--- src/rtl/soc_map_pkg.sv ---
// Shared SoC memory-map codes and bus-responder types.
// Region decode is used only when VEX_BUS_ERR_EN is defined.
package soc_map_pkg;

    localparam logic [1:0] RGN_RAM  = 2'b00;
    localparam logic [1:0] RGN_MMIO = 2'b01;
    localparam logic [1:0] RGN_ROM  = 2'b10;
    localparam logic [1:0] RGN_NONE = 2'b11;

    typedef enum logic [1:0] {
        StIdle,
        StRdWait,
        StWrDone
    } bus_state_e;

    typedef enum logic [1:0] {
        SRC_DBG,
        SRC_D,
        SRC_I
    } bus_src_e;

    function automatic logic [1:0] region_of(input logic [31:0] adr);
        return adr[17:16];
    endfunction

endpackage

--- src/rtl/bus_prio_arb3.sv ---
// Fixed-priority three-way arbiter (dbg > dBus > iBus) with a registered copy of the
// source id of the last grant, used to route the read response.
module bus_prio_arb3
    import soc_map_pkg::*;
(
    input  logic     clk_i,
    input  logic     reset_i,
    input  logic     en_i,
    input  logic     req_dbg_i,
    input  logic     req_d_i,
    input  logic     req_i_i,
    output logic     gnt_o,
    output bus_src_e src_o,
    output bus_src_e src_q_o
);

    bus_src_e src_q;

    always_comb begin
        gnt_o = en_i & (req_dbg_i | req_d_i | req_i_i);
        if (req_dbg_i) begin
            src_o = SRC_DBG;
        end else if (req_d_i) begin
            src_o = SRC_D;
        end else begin
            src_o = SRC_I;
        end
    end

    always_ff @(posedge clk_i or posedge reset_i) begin
        if (reset_i) begin
            src_q <= SRC_DBG;
        end else if (gnt_o) begin
            src_q <= src_o;
        end
    end

    assign src_q_o = src_q;

endmodule

--- src/rtl/vex_bus_responder.sv ---
// VexRiscv iBus/dBus + dbgu32 responder onto the single SoC memory bus.
// Optional: define VEX_BUS_ERR_EN to flag CPU accesses to unmapped space / ROM writes.
module vex_bus_responder
    import soc_map_pkg::*;
#(
    parameter int unsigned MEM_LAT = 1
) (
    input  logic        clk,
    input  logic        reset,
    input  logic        cpu_run,
    input  logic        ibus_cmd_valid,
    input  logic [31:0] ibus_cmd_pc,
    output logic        ibus_cmd_ready,
    output logic        ibus_rsp_valid,
    output logic        ibus_rsp_error,
    output logic [31:0] ibus_rsp_inst,
    input  logic        dbus_cmd_valid,
    input  logic        dbus_cmd_wr,
    input  logic [3:0]  dbus_cmd_mask,
    input  logic [31:0] dbus_cmd_adr,
    input  logic [31:0] dbus_cmd_data,
    output logic        dbus_cmd_ready,
    output logic        dbus_rsp_ready,
    output logic        dbus_rsp_error,
    output logic [31:0] dbus_rsp_data,
    input  logic        dbg_mem_op,
    input  logic        dbg_rw,
    input  logic [31:0] dbg_adr,
    input  logic [31:0] dbg_do,
    output logic        dbg_mem_rdy,
    output logic [31:0] dbg_di,
    output logic        mem_op,
    output logic [31:0] mem_adr,
    output logic [3:0]  mem_wren,
    output logic [31:0] mem_di,
    input  logic [31:0] mem_do
);

    localparam logic [1:0] LatInit = 2'(MEM_LAT - 1);

    bus_state_e  state_q, state_d;
    logic [1:0]  cnt_q, cnt_d;
    logic        err_q, err_d;
    logic        dbg_seen_q, dbg_seen_d;
    logic [31:0] inst_q, ddata_q, dbgdi_q;

    logic        rsp_fire, free, grant, grant_bus, err_now, dbg_rd_rdy;
    logic        req_dbg, req_d, req_i;
    bus_src_e    gnt_src, src_q;
    logic [31:0] win_adr, win_di, rd_data;
    logic [3:0]  win_wren;
    logic        win_wr;

    // The response cycle of a read is also a free slot, allowing back-to-back grants.
    assign rsp_fire = (state_q == StRdWait) && (cnt_q == 2'd0) && !reset;
    assign free     = !reset && ((state_q == StIdle) || rsp_fire);

    assign req_dbg = dbg_mem_op & ~dbg_seen_q;
    assign req_d   = cpu_run & dbus_cmd_valid;
    assign req_i   = cpu_run & ibus_cmd_valid;

    bus_prio_arb3 u_arb (
        .clk_i    (clk),
        .reset_i  (reset),
        .en_i     (free),
        .req_dbg_i(req_dbg),
        .req_d_i  (req_d),
        .req_i_i  (req_i),
        .gnt_o    (grant),
        .src_o    (gnt_src),
        .src_q_o  (src_q)
    );

    always_comb begin
        win_adr  = ibus_cmd_pc;
        win_wr   = 1'b0;
        win_wren = 4'b0000;
        win_di   = 32'h0;
        case (gnt_src)
            SRC_DBG: begin
                win_adr  = dbg_adr;
                win_wr   = ~dbg_rw;
                win_wren = {4{~dbg_rw}};
                win_di   = dbg_do;
            end
            SRC_D: begin
                win_adr  = dbus_cmd_adr;
                win_wr   = dbus_cmd_wr;
                win_wren = dbus_cmd_wr ? dbus_cmd_mask : 4'b0000;
                win_di   = dbus_cmd_data;
            end
            default: begin
                win_adr  = ibus_cmd_pc;
            end
        endcase
    end

`ifdef VEX_BUS_ERR_EN
    // dbgu32 must be able to load ROM, so only CPU accesses are decoded.
    assign err_now = (gnt_src != SRC_DBG) &&
                     ((region_of(win_adr) == RGN_NONE) ||
                      (win_wr && (region_of(win_adr) == RGN_ROM)));
`else
    assign err_now = 1'b0;
`endif

    assign grant_bus = grant & ~err_now;
    assign mem_op    = grant_bus;
    assign mem_adr   = grant_bus ? win_adr : 32'h0;
    assign mem_wren  = grant_bus ? win_wren : 4'b0000;
    assign mem_di    = grant_bus ? win_di : 32'h0;

    assign ibus_cmd_ready = grant && (gnt_src == SRC_I);
    assign dbus_cmd_ready = grant && (gnt_src == SRC_D);

    assign rd_data    = err_q ? 32'h0 : mem_do;
    assign dbg_rd_rdy = rsp_fire && (src_q == SRC_DBG);

    assign ibus_rsp_valid = rsp_fire && (src_q == SRC_I);
    assign ibus_rsp_error = ibus_rsp_valid & err_q;
    assign ibus_rsp_inst  = ibus_rsp_valid ? rd_data : inst_q;

    assign dbus_rsp_ready = rsp_fire && (src_q == SRC_D);
    assign dbus_rsp_error = dbus_rsp_ready & err_q;
    assign dbus_rsp_data  = dbus_rsp_ready ? rd_data : ddata_q;

    assign dbg_mem_rdy = dbg_rd_rdy || ((state_q == StWrDone) && !reset);
    assign dbg_di      = dbg_rd_rdy ? rd_data : dbgdi_q;

    always_comb begin
        state_d    = state_q;
        cnt_d      = cnt_q;
        err_d      = err_q;
        dbg_seen_d = dbg_mem_op & (dbg_seen_q | (grant && (gnt_src == SRC_DBG)));
        case (state_q)
            StIdle: ;
            StRdWait: begin
                if (cnt_q == 2'd0) begin
                    state_d = StIdle;
                end else begin
                    cnt_d = cnt_q - 2'd1;
                end
            end
            StWrDone: state_d = StIdle;
            default:  state_d = StIdle;
        endcase
        if (grant) begin
            if (!win_wr) begin
                state_d = StRdWait;
                cnt_d   = LatInit;
                err_d   = err_now;
            end else if (gnt_src == SRC_DBG) begin
                state_d = StWrDone;
            end else begin
                state_d = StIdle;
            end
        end
    end

    always_ff @(posedge clk or posedge reset) begin
        if (reset) begin
            state_q    <= StIdle;
            cnt_q      <= 2'd0;
            err_q      <= 1'b0;
            dbg_seen_q <= 1'b0;
            inst_q     <= 32'h0;
            ddata_q    <= 32'h0;
            dbgdi_q    <= 32'h0;
        end else begin
            state_q    <= state_d;
            cnt_q      <= cnt_d;
            err_q      <= err_d;
            dbg_seen_q <= dbg_seen_d;
            inst_q     <= ibus_rsp_inst;
            ddata_q    <= dbus_rsp_data;
            dbgdi_q    <= dbg_di;
        end
    end

endmodule

--- config.mk ---
export PLATFORM = sky130hd
export DESIGN_NAME = vex_bus_responder
export DESIGN_NICKNAME = d
export VERILOG_FILES = /design/src/rtl/soc_map_pkg.sv /design/src/rtl/bus_prio_arb3.sv /design/src/rtl/vex_bus_responder.sv
export SDC_FILE = /design/constraint.sdc
export NUM_CORES = 1
export LEC_CHECK = 0
export BUFFER_PORTS_ARGS = -buffer_cell sky130_fd_sc_hd__buf_2
export CORE_AREA = 2 2 148 150
export CTS_BUF_LIST = sky130_fd_sc_hd__clkbuf_4
export DETAILED_ROUTE_END_ITERATION = 16
export DIE_AREA = 0 0 150 152
export PLACE_DENSITY_LB_ADDON = 0.05
export REMOVE_ABC_BUFFERS = 1
export SLEW_MARGIN = 20
export SYNTH_ARGS = -nofsm -noshare
export SYNTH_HDL_FRONTEND = slang
export SYNTH_SLANG_ARGS = --single-unit
--- constraint.sdc ---
create_clock -name clk -period 6.9 [get_ports clk]
set_clock_uncertainty 0.2 [all_clocks]
set_input_delay 0.345 -clock clk [delete_from_list [all_inputs] [get_ports clk]]
set_output_delay 0.345 -clock clk [all_outputs]
set_load 0.01 [all_outputs]
**Word level (Yosys, flattened, before mapping)**

Index checks and enable logic that the tools add are counted.

- Register bits after elaboration: 103
- Input port bits: 204
- Output and inout port bits: 172
- Word-level logic and storage cells: 66

- Add/sub/neg operators: 1
- Eq/ne operators: 8
- Mux-type cells: 22
- Bitwise operators: 10
- Reductions and logical operators: 18

Operators with widths:

| kind | count |
|---|---|
| two-way mux 32 bit | 5 |
| case mux 32 bit (2 select lines) | 2 |
| two-way mux 2 bit | 10 |
| logical AND 1 bit | 10 |
| zero test 2 bit | 4 |
| two-way mux 4 bit | 2 |
| case mux 4 bit (2 select lines) | 1 |
| == test 2 x 1 -> 1 bit (second input constant) | 3 |
| == test 2 bit (second input constant) | 3 |
| AND 1 bit | 5 |
| case mux 2 bit (2 select lines) | 1 |
| != test 3 x 2 -> 1 bit (second input constant) | 1 |
| OR 1 bit | 3 |
| logical OR 1 bit | 2 |
| != test 2 bit (second input constant) | 1 |
| NOT 1 bit | 2 |
| case mux 1 bit (2 select lines) | 1 |
| AND reduction 2 bit | 1 |
| subtractor 2 x 1 -> 2 bit (second input constant) | 1 |
| zero test 1 bit | 1 |

**Longest topological paths before layout**

Gate-level depths: netlist (run 1).

- Depth in word-level cells: 9
- Depth in mapped cells: 6
- Mapped depth without buffers: 4

**Modules after synthesis**

From an unflattened synthesis (run 1), not the netlist that was laid out.

- Cells, all modules: 475
- Area total of the unflattened synthesis: 5406.4 sq um

Modules (own cells, without submodules):

| module | instances | cells an instance | area an instance (sq um) | seq. area each (sq um) |
|---|---|---|---|---|
| vex_bus_responder | 1 | 464 | 5301.3 | 2527.4 |
| bus_prio_arb3 | 1 | 11 | 105.1 | 50.0 |

**Worst setup path before layout (run 1)**

OpenSTA, ideal clock, no wires.

- Path type: input to output
- From: in reset
- To: out dbg_mem_rdy
- Arrival: 2930 ps
- Data required time: 6355 ps
- Setup slack: 3425 ps
- Stages: 3
- Path buffers: 0
- Path through: inv_1 -> nand2_1 -> o21ai_0

- Cells in the longest elaborated chain, start to end: 4
- Elaborated cells on any way between the ends: 5
- Classes of those cells: reduce/logical: 5

Ends and longest elaborated chain:

| what | RTL line | text |
|---|---|---|
| from (decl) | vex_bus_responder.sv:9 | `input logic reset,` |
| zero test 1 bit (no source line) * | n/a |  |
| logical AND 1 bit | vex_bus_responder.sv:55 | `assign rsp_fire = (state_q == StRdWait) && (cnt_q == 2'd0) && !reset;` |
| logical AND 1 bit | vex_bus_responder.sv:117 | `assign dbg_rd_rdy = rsp_fire && (src_q == SRC_DBG);` |
| logical OR 1 bit * | vex_bus_responder.sv:127 | `assign dbg_mem_rdy = dbg_rd_rdy \|\| ((state_q == StWrDone) && !reset);` |
| to (decl) | vex_bus_responder.sv:30 | `output logic dbg_mem_rdy,` |

Mark *: on every way between the ends. The rest lies on a longest branch, timed or not.

**Worst setup path after layout (run 1)**

- From: in dbg_mem_op
- To: out mem_adr[9]

- Cells in the longest elaborated chain, start to end: 5
- Elaborated cells on any way between the ends: 9
- Classes of those cells: eq/ne: 1; mux: 3; bitwise: 4; reduce/logical: 1

Ends and longest elaborated chain:

| what | RTL line | text |
|---|---|---|
| from (decl) | vex_bus_responder.sv:26 | `input logic dbg_mem_op,` |
| AND 1 bit * | vex_bus_responder.sv:58 | `assign req_dbg = dbg_mem_op & ~dbg_seen_q;` |
| two-way mux 2 bit or OR 1 bit (tied branches) | bus_prio_arb3.sv:21, bus_prio_arb3.sv:20 |  |
| == test 2 x 1 -> 1 bit, or another cell as far along | vex_bus_responder.sv:79 | `case (gnt_src)` |
| case mux 32 bit (2 select lines) or AND 1 bit (tied branches) | vex_bus_responder.sv:79, bus_prio_arb3.sv:20 |  |
| two-way mux 32 bit * | vex_bus_responder.sv:109 | `assign mem_adr = grant_bus ? win_adr : 32'h0;` |
| to (decl) | vex_bus_responder.sv:33 | `output logic [31:0] mem_adr,` |

Marked as above.

==> metrics, run 1 <==
WP data arrival=3.49 ns; Final setup viols=0; slew margin rel.=0.341; worst skew pair latency=0.43 ns; CTS tree=done; IO Pins=376; Tmin final=approximately 4.0 ns; clock sink count=between 100 and 150; GRT overflow=0; fraction of layout cells with a size suffix above 1=0.554; status=finished clean; CP max FO=58; setup TNS=0 ns; Yosys top cell area share=0.487; port bufs=373; DRC viols=0; CTS Buf Count=9; fin. max-slew vios=0; R2R Setup Slk=3.92 ns; r2r worst-path depth=4; CP max-delay cell=nor2b_4; Tot Pwr=2.15 mW; CP max stage delay=0.73 ns; WS Path Type=input port to primary output; Hold WC Path Type=input port to flop; vias in the first global route=5775; syn avg cell area=10.2 µm²; top cells by area, synth=dfrtp_1, mux2_2, nand2_1; Mapped Area=approximately 0.0053 mm²; DRT antenna net count=0; # rows=54; total number of vias=5525; crit-path cells=dlygate4sd3_1, buf_2, nor2b_4, buf_4, or2_2, a311oi_1, buf_2; Avg Vias per Cell=4.64; worst endpoint required time=approximately 6.4 ns; Slew @ Worst Pin=0.988 ns; Post-Route WL=21800 µm; CP endpoint kind=primary output; postcts setup bufs=0; VDD IR-drop max=78.7 µV; reg-to-reg critical path endpoint=u_arb.src_q_o[1]; HP Start=dbus_cmd_wr; drt pass-1 iters=4; Die W=150 µm; most used cell, CP=buf_2; clock slew at reported path FFs=0.14 ns; post-cts resize count=0; starting DRC count in detailed routing=224; Starting Density=0.248; sequential element share of the synthesized area=0.487; highest clock rate=248 MHz; RePlAce Congestion=0.905; Static Leak=4.11 nW; Wirelength per Cell=18.3 µm; Post-CTS Hold Buffers=35; Synth Register Bits=103; Final Hold Viols=0; RSZ-0062 raised after global routing=no; Hold EP=state_q[0]; post-synth cell types=31; Root Buffer=clkbuf_4; RR Startpoint=dbg_seen_q; YS warnings=0; final worst-path cycle share=0.585; first-pass GRT wire length=around 33000 µm; GRT Resource Usage Total=0.185; fill count=2294; hold depth=3; die height=152 µm; synthesized netlist cell count=521; CP startpoint=dbg_mem_op; PwrDens=272 mW/mm²; Max Root-Sink Buffers=2; Worst setup SP type=input port; Synth-to-Final Area Change=49.6%; H-tree depth=3; Max Cap Violations=0; Yosys top cell by area=dfrtp_1; post-DP HPWL=16700 µm; Total Nets Final=around 1100; initial antenna violation count=11; core area=between 0.02 and 0.025 mm²; die area=roughly 0.023 mm²; largest net degree at the start of global routing=69
-- area by class of cell --
class | instances | area [µm²] | area share
well taps | 280 | 350 | 0.0442
repair buffers | 416 | 2280 | 0.288
multi-input cells | 365 | 2490 | 0.315
clock buffers | 9 | 67.6 | 0.00853
diodes | 8 | 20.0 | 0.00253
flip-flops and latches | 103 | 2580 | 0.326
inverters | 5 | 21.3 | 0.00269
clock inverters | 6 | 109 | 0.0137
-- synthesized netlist by cell type --
cell and number:
o211ai_1 1, nand4_2 1, or2_2 1, buf_1 7, o21a_1 1, a21oi_1 36
nor4bb_1 1, nand3_2 1, a311oi_1 31, mux2i_1 1, conb_1 1, and2_1 1
nand3_1 33, o21ai_0 3, nand2b_1 2, nor3_1 36, nor2_1 9, nor2b_1 3
a31oi_1 2, nor4_4 1, nand4_1 1, nand2_1 98, inv_1 5, nand4b_2 1
buf_4 2, nor3b_1 1, clkbuf_1 20, buf_2 20, dfrtp_1 103, mux2_2 96
o2bb2ai_1 2
-- stage by stage --
stage / util / instances / instance area, µm² / hold slack (ns) / setup WS, ns
CTS: 0.370 / 1184 / 7900 / 0.169 / 2.82
finish: 0.371 / 1192 / 7920 / 0.208 / 2.87
global route: 0.371 / 1191 / 7920 / 0.227 / 2.65
global placement: 0.345 / 1134 / 7370 / 0.256 / 3.50
floorplan: - / 473 / 5080 / 0.218 / 0.453
detailed placement: 0.345 / 1134 / 7370 / 0.262 / 3.38
-- routing by layer --
metal	wire, µm	track usage
met5	20	0
met1	7800	0.195
met4	692	0.0759
met2	11500	0.337
met3	1790	0.0577
-- layout by cell type, fill, tap and decap left out, drive strengths merged, types with 6 or more instances in the layout --
cell and n:
nor2 9, buf 381, diode 8, inv 6
dfrtp 103, a311oi 31, mux2 96, nand3 34
clkbuf 9, nand2 98, nor3 36, a21oi 36
dlygate4sd3 35
-- sequential cells by signal, indices dropped and copies added, names as in the netlist --
signal         flops
ddata_q           32
dbgdi_q           32
u_arb.src_q_o      2
inst_q            32
cnt_q              2
state_q            2
dbg_seen_q         1
-- worst max path at each step --
stage / slack (ns) / end / depth (start not counted)
final: 2.87 / mem_adr[9] / 7
after global routing: 2.65 / mem_adr[29] / 7
after CTS: 2.82 / mem_adr[9] / 7
after detailed placement: 3.38 / mem_adr[9] / 6
after global placement: 3.50 / mem_adr[9] / 6
after floorplan: 0.45 / mem_adr[0] / 3
-- cells by family after synthesis --
group           count (synthesis)  share of synthesized area
simple gates                  190                      0.165
flops                         103                      0.487
mux                            97                      0.206
compound gates                 76                     0.0967
buf+inv                        54                     0.0444
other cells                     1                   0.000709
-- power breakdown --
group	internal, mW	total, mW	switching, mW
clock network	0.182	0.375	0.193
logic	0.420	0.903	0.482
registers	0.821	0.873	0.0519
total	1.42	2.15	0.727
-- critical path, delay by kind of cell --
kind            cells  cell delay, ns
compound gates      1            0.21
buf+inv             4            1.50
simple gates        2            1.41
(Power assumes the default switching activity.)
==> inputs of run 2 (changes only) <==
--- a/config.mk
+++ b/config.mk
@@ -5,11 +5,12 @@
 export SDC_FILE = /design/constraint.sdc
 export NUM_CORES = 1
 export LEC_CHECK = 0
+export ABC_AREA = 1
 export BUFFER_PORTS_ARGS = -buffer_cell sky130_fd_sc_hd__buf_2
-export CORE_AREA = 2 2 148 150
+export CORE_AREA = 2 2 145 147
 export CTS_BUF_LIST = sky130_fd_sc_hd__clkbuf_4
 export DETAILED_ROUTE_END_ITERATION = 16
-export DIE_AREA = 0 0 150 152
+export DIE_AREA = 0 0 147 149
 export PLACE_DENSITY_LB_ADDON = 0.05
 export REMOVE_ABC_BUFFERS = 1
 export SLEW_MARGIN = 20
==> constraint.sdc (replaced) <==
create_clock -name clk -period 3.4 [get_ports clk]
set_clock_uncertainty 0.2 [all_clocks]
set_input_delay 0.17 -clock clk [delete_from_list [all_inputs] [get_ports clk]]
set_output_delay 0.17 -clock clk [all_outputs]
set_load 0.01 [all_outputs]
==> metrics, run 2 <==
clock slew at reported path FFs=0.14 ns (about the same); most common cell after layout, fill and taps aside=buf_2; clock sink count=103 (unchanged); Root Buffer=clkbuf_4; Yosys top cell by area=dfrtp_1; setup TNS=0 ns (unchanged); Tmin final=2.74 ns; leading registers by flop count=dbgdi_q: 32 flops, ddata_q: 32 flops, inst_q: 32 flops; sequential share of power=0.395 (-0.011); GRT Resource Usage Total=0.192 (+0.00759); ys flop type=dfrtp_1; clock power share=0.131 (-0.043); Final setup viols=0 (unchanged); first-pass GRT wire length=32700 µm (+0.28%); Net Sw Frac=0.400 (+0.0622); GRT overflow=0 (unchanged); synthesized netlist cell count=734 (+41%); CP startpoint=reset; RePlAce Congestion=0.819 (-9.5%); gr busiest metal=met2; HP Start=dbus_cmd_valid; top cells by area, synth=dfrtp_1, nand2_1, o21ai_1; sequential element share of the synthesized area=0.468 (-0.0193); synth cell count leaders=nand2_1, dfrtp_1, o21ai_1; RSZ-0062 raised after global routing=no; postcts setup bufs=0 (unchanged); vias in the first global route=5886 (+1.9%); most numerous cell in the Yosys netlist=nand2_1; CTS tree=done; post-synth cell types=22 (-29%); FFs w/ async S/R, synth=1.00 (unchanged); Hold WC Path Type=input port to flop; Post-CTS Hold Buffers=37 (+5.7%); fill count=2287 (-0.31%); Buf+Inv Stages, Crit Path=6 (+2); DRC viols=0 (unchanged); Final Hold Viols=0 (unchanged); slew margin rel.=0.456 (+0.116); worst endpoint required time=3.03 ns (-3.33 ns); R2R Setup Slk=1.22 ns (-2.70 ns); syn avg cell area=7.51 µm² (-26%); most frequent cells in the layout=buf_2, nand2_1, dfrtp_1, o21ai_1, inv_1; Post-synth EDFFs=0 (unchanged); status=finished clean; core area=0.0206 mm² (-3.7%); Mapped Area=0.00551 mm² (+4.1%); reg-to-reg critical path endpoint=u_arb.src_q_o[1]; Tot Pwr=4.76 mW (+120%); highest clock rate=about 370 MHz; CP max stage delay=0.59 ns (-0.14 ns); PwrDens=595 mW/mm² (+120%); Total Nets Final=1321 (+20%); post-DP HPWL=16500 µm (-1.4%); Die W=147 µm (-2.0%); Wirelength per Cell=15.5 µm (-16%); crit-path cells=dlygate4sd3_1, buf_2, dlygate4sd3_1, inv_4, nand4_4, buf_4, nand2_1, o21ai_2, buf_2; Synth-to-Final Area Change=45.1%; DRT antenna net count=0 (unchanged); combinational fraction of design power=0.474 (+0.054); RR Startpoint=state_q[1]; starting DRC count in detailed routing=206 (-8.0%); Slew @ Worst Pin=0.814 ns (-0.174 ns); Static Leak=4.72 nW (+15%); die area=0.0219 mm² (-3.9%); largest net degree at the start of global routing=66 (-4.3%); Starting Density=0.268 (+0.0202); Design Area, Final=0.00800 mm² (+0.98%); YS warnings=0 (unchanged); WS Path Type=input port to primary output; Hold WS=0.196 ns (-0.0122 ns); r2r worst-path depth=4 (unchanged); CP endpoint=dbg_di[21]; die height=149 µm (-2.0%); Avg Vias per Cell=4.32 (-6.8%); port bufs=373 (unchanged); drt pass-1 iters=4 (unchanged); fraction of layout cells with a size suffix above 1=0.392 (-0.163); WP data arrival=2.37 ns (-1.12 ns); Max Root-Sink Buffers=2 (unchanged); VDD IR-drop max=149 µV (+90%); Worst setup SP type=input port; Yosys top cell area share=0.468 (-0.0193); worst skew pair latency=0.45 ns (+0.02 ns); met1 Usage GRT=0.214 (+0.0191); CP max FO=32 (-45%); M2 GR Usage=0.355 (+0.0181); Placed Area=0.00749 mm² (+1.6%); CP max-delay cell=dlygate4sd3_1; # rows=53 (-1.9%); post-cts resize count=0 (unchanged); CP endpoint kind=primary output; fin. max-slew vios=0 (unchanged); CTS Buf Count=9 (unchanged); met3 Track Usage GR=0.0425 (-0.0152); Max Cap Violations=0 (unchanged); H-tree depth=3 (unchanged); critical path depth=9 (+2); initial antenna violation count=5 (-6); IO Pins=376 (unchanged); Sw Pwr=1.90 mW (+160%); cell family with the largest share of critical-path delay=buffers and inverters; Post-Route WL=21600 µm (-0.81%); Int Pwr=2.85 mW (+100%); total number of vias=6046 (+9.4%); final worst-path cycle share=0.805; Synth Register Bits=103 (unchanged)
==> run 2: metal layers <==
metal / wire [µm] / part of all wire
met5: 13 / 0.00060
met3: 1370 / 0.063
met4: 606 / 0.028
met1: 8330 / 0.38
met2: 11300 / 0.52
==> run 2: cells by family (layout without fill, tap and decap cells) <==
| kind of cell | after synthesis | in the layout | synth area share |
|---|---|---|---|
| DFF | 103 | 103 | 0.468 |
| buffers and inverters | 130 | 516 | 0.119 |
| AOI/OAI and AO/OA | 136 | 136 | 0.138 |
| and+or+nand+nor | 364 | 364 | 0.274 |
| other | 1 | 6 | 0.000680 |
==> run 2: how the worst min path moves through the flow <==
| stage | slack, ns | endpoint | depth (start not counted) |
|---|---|---|---|
| CTS | 0.17 | state_q[0] | 6 |
| global route | 0.23 | state_q[0] | 6 |
| floorplan | 0.11 | dbg_seen_q | 2 |
| global placement | -0.12 | u_arb.src_q_o[0] | 2 |
| finish | 0.20 | state_q[0] | 6 |
| detailed placement | -0.13 | u_arb.src_q_o[0] | 2 |
==> run 2: power groups by stage <==
| stage | logic [mW] | clock network (mW) | registers [mW] |
|---|---|---|---|
| 2_1_floorplan | 1.24 | 0 | 1.89 |
| 3_3_place_gp | 2.26 | 0 | 1.90 |
| 3_5_place_dp | 2.26 | 0 | 1.91 |
| 4_1_cts | 2.31 | 0.664 | 1.88 |
| 5_1_grt | 2.53 | 0.704 | 1.94 |
| 6_report | 2.25 | 0.623 | 1.88 |
==> run 2: cell type report <==
type	instances	area [µm²]	share of cell area
flip-flops and latches	103	2580	0.322
diodes	4	10.0	0.00125
repair buffers	421	2340	0.293
multi-input cells	502	2290	0.286
well taps	275	344	0.0430
clock inverters	6	60.1	0.00751
clock buffers	9	67.6	0.00845
inverters	80	303	0.0379
==> run 2: per-stage QoR <==
stage,setup slack [ns],utilization,std cells
CTS,0.621,0.388,1396
detailed placement,1.19,0.364,1344
floorplan,-1.58,-,685
finish,0.663,0.389,1400
global placement,1.16,0.364,1344
global route,0.434,0.389,1400
==> run 2: worst reg2reg max path: cells and delay by family, from the launching register on <==
family	cells	cell delay, ns
simple gates	4	1.40
flops	1	0.44
==> inputs of run 3 (changes only) <==
--- a/config.mk
+++ b/config.mk
@@ -7,10 +7,10 @@
 export LEC_CHECK = 0
 export ABC_AREA = 1
 export BUFFER_PORTS_ARGS = -buffer_cell sky130_fd_sc_hd__buf_2
-export CORE_AREA = 2 2 145 147
+export CORE_AREA = 2 2 147 149
 export CTS_BUF_LIST = sky130_fd_sc_hd__clkbuf_4
 export DETAILED_ROUTE_END_ITERATION = 16
-export DIE_AREA = 0 0 147 149
+export DIE_AREA = 0 0 149 151
 export PLACE_DENSITY_LB_ADDON = 0.05
 export REMOVE_ABC_BUFFERS = 1
 export SLEW_MARGIN = 20
==> constraint.sdc (replaced) <==
create_clock -name clk -period 2.72 [get_ports clk]
set_clock_uncertainty 0.2 [all_clocks]
set_input_delay 0.136 -clock clk [delete_from_list [all_inputs] [get_ports clk]]
set_output_delay 0.136 -clock clk [all_outputs]
set_load 0.01 [all_outputs]
==> metrics, run 3 (same netlist as run 2, synthesis figures left out) <==
status=finished clean; Placed Area=0.00753 mm² (+0.64%); DRT antenna net count=0 (unchanged); Hold WC Path Type=input port to flop; IO Pins=376 (unchanged); vias in the first global route=5933 (+0.80%); H-tree depth=3 (unchanged); GRT Resource Usage Total=0.186 (-0.00659); Worst setup SP type=flop; Tmin final=2.50 ns; fin cells=1413 (+0.93%); worst endpoint required time=2.38 ns (-0.65 ns); DRC viols=0 (unchanged); Static Leak=4.76 nW (+0.93%); port bufs=373 (unchanged); CTS Buf Count=9 (unchanged); PwrDens=735 mW/mm² (+24%); Slew @ Worst Pin=0.875 ns (+0.0605 ns); Final Hold Viols=0 (unchanged); CP max-delay cell=dfrtp_1; leading registers by flop count=dbgdi_q: 32 flops, ddata_q: 32 flops, inst_q: 32 flops; first-pass GRT wire length=32400 µm (-0.91%); CP endpoint=dbus_rsp_data[14]; largest net degree at the start of global routing=69 (+4.5%); Post-Route WL=22000 µm (+1.6%); slew margin rel.=0.417 (-0.0397); CP endpoint kind=primary output; RePlAce Congestion=0.903 (+10%); die area=0.0225 mm² (+2.7%); r2r worst-path depth=6 (+2); most frequent cells in the layout=buf_2, nand2_1, dfrtp_1, o21ai_1, inv_1; VDD IR-drop max=190 µV (+27%); CP max stage delay=0.44 ns (-0.15 ns); Synth-to-Final Area Change=47.1%; fin. max-slew vios=0 (unchanged); Starting Density=0.265 (-0.00342); fraction of layout cells with a size suffix above 1=0.395 (+0.00289); Root Buffer=clkbuf_4; R2R Setup Slk=0.60 ns (-0.62 ns); initial antenna violation count=9 (+4); highest clock rate=399 MHz; WP data arrival=2.17 ns (-0.20 ns); dpl cells=1347 (+0.22%); Final setup viols=0 (unchanged); critical path depth=5 (-4); Max Cap Violations=0 (unchanged); CP max FO=51 (+59%); Die W=149 µm (+1.4%); total number of vias=6093 (+0.78%); Hold WS=0.0489 ns (-0.147 ns); crit-path cells=nor2_1, nand4_1, buf_4, o21ai_1, buf_2; cell family with the largest share of critical-path delay=buffers and inverters; RR Startpoint=cnt_q[0]; WS Path Type=flop to primary output; core area=0.0208 mm² (+1.3%); clock slew at reported path FFs=0.17 ns (+0.03 ns); GRT overflow=0 (unchanged); Max Root-Sink Buffers=2 (unchanged); # rows=53 (unchanged); post-DP HPWL=17100 µm (+3.5%); starting DRC count in detailed routing=204 (-0.97%); Buf+Inv Stages, Crit Path=2 (-4); Design Area, Final=0.00811 mm² (+1.4%); Wirelength per Cell=15.6 µm (+0.63%); clock sink count=103 (unchanged); Avg Vias per Cell=4.31 (-0.15%); final worst-path cycle share=0.920; reg-to-reg critical path endpoint=dbgdi_q[13]; CTS tree=done; worst skew pair latency=0.44 ns (about the same); Total Nets Final=1327 (+0.45%); drt pass-1 iters=5 (+1); die height=151 µm (+1.3%); most common cell after layout, fill and taps aside=buf_2; CP startpoint=cnt_q[0]
[run 3: worst min path at each step]
stage,startpoint,endpoint,slack (ns),cells after the start
finish,cpu_run,u_arb.src_q_o[0],0.05,7
global route,cpu_run,u_arb.src_q_o[0],0.06,7
CTS,cpu_run,u_arb.src_q_o[0],0.02,7
detailed placement,dbg_mem_op,dbg_seen_q,0.24,3
global placement,dbg_mem_op,dbg_seen_q,0.23,3
floorplan,dbg_mem_op,dbg_seen_q,0.07,2
[run 3: power by group]
part           internal [mW]  leakage (nW)  switching [mW]  total (mW)
registers               2.18          1.32           0.171        2.35
clock network          0.200        0.0707           0.547       0.748
logic                   1.15          3.37            1.71        2.86
[run 3: area by class of cell]
| class | instances | area (µm²) |
|---|---|---|
| fillers | 2344 | 12700 |
| multi-input cells | 502 | 2300 |
| well taps | 275 | 344 |
| flip-flops and latches | 103 | 2580 |
| repair buffers | 427 | 2430 |
| clock inverters | 7 | 60.1 |
| diodes | 10 | 25.0 |
| inverters | 80 | 303 |
| clock buffers | 9 | 67.6 |
[run 3: worst register-to-register path, stage by stage (launching register included)]
cell and delay, ns:
dfrtp_1 0.44, nor2_1 0.29, nand4_4 0.22, buf_12 0.21, nand2_1 0.07, o21ai_2 0.05
dlygate4sd3_1 0.55
[run 3: repair_timing]
action / 4_1_cts / 5_1_grt
buffers inserted: 0 / 1
hold endpoints to repair: 169 / 0
resized for setup: 0 / 1
hold buffers: 39 / 0
endpoints found under the setup margin: 0 / 42
[run 3: metrics by stage]
| stage | power [mW] | utilization | setup slack (ns) | TNS [ns] |
|---|---|---|---|---|
| after CTS | 6.06 | 0.387 | 0.0719 | 0 |
| after global routing | 6.48 | 0.389 | -0.0138 | -0.0138 |
| after floorplan | 3.92 | - | -2.22 | -220.61 |
| final | 5.96 | 0.389 | 0.216 | 0 |
| after global placement | 5.22 | 0.362 | 0.679 | 0 |
| after detailed placement | 5.24 | 0.362 | 0.616 | 0 |
[run 3: per-layer routing]
| metal | global-route usage | share of wire |
|---|---|---|
| met5 | 0 | 0 |
| met4 | 0.0929 | 0.040 |
| met3 | 0.0449 | 0.067 |
| met2 | 0.330 | 0.51 |
| met1 | 0.208 | 0.38 |
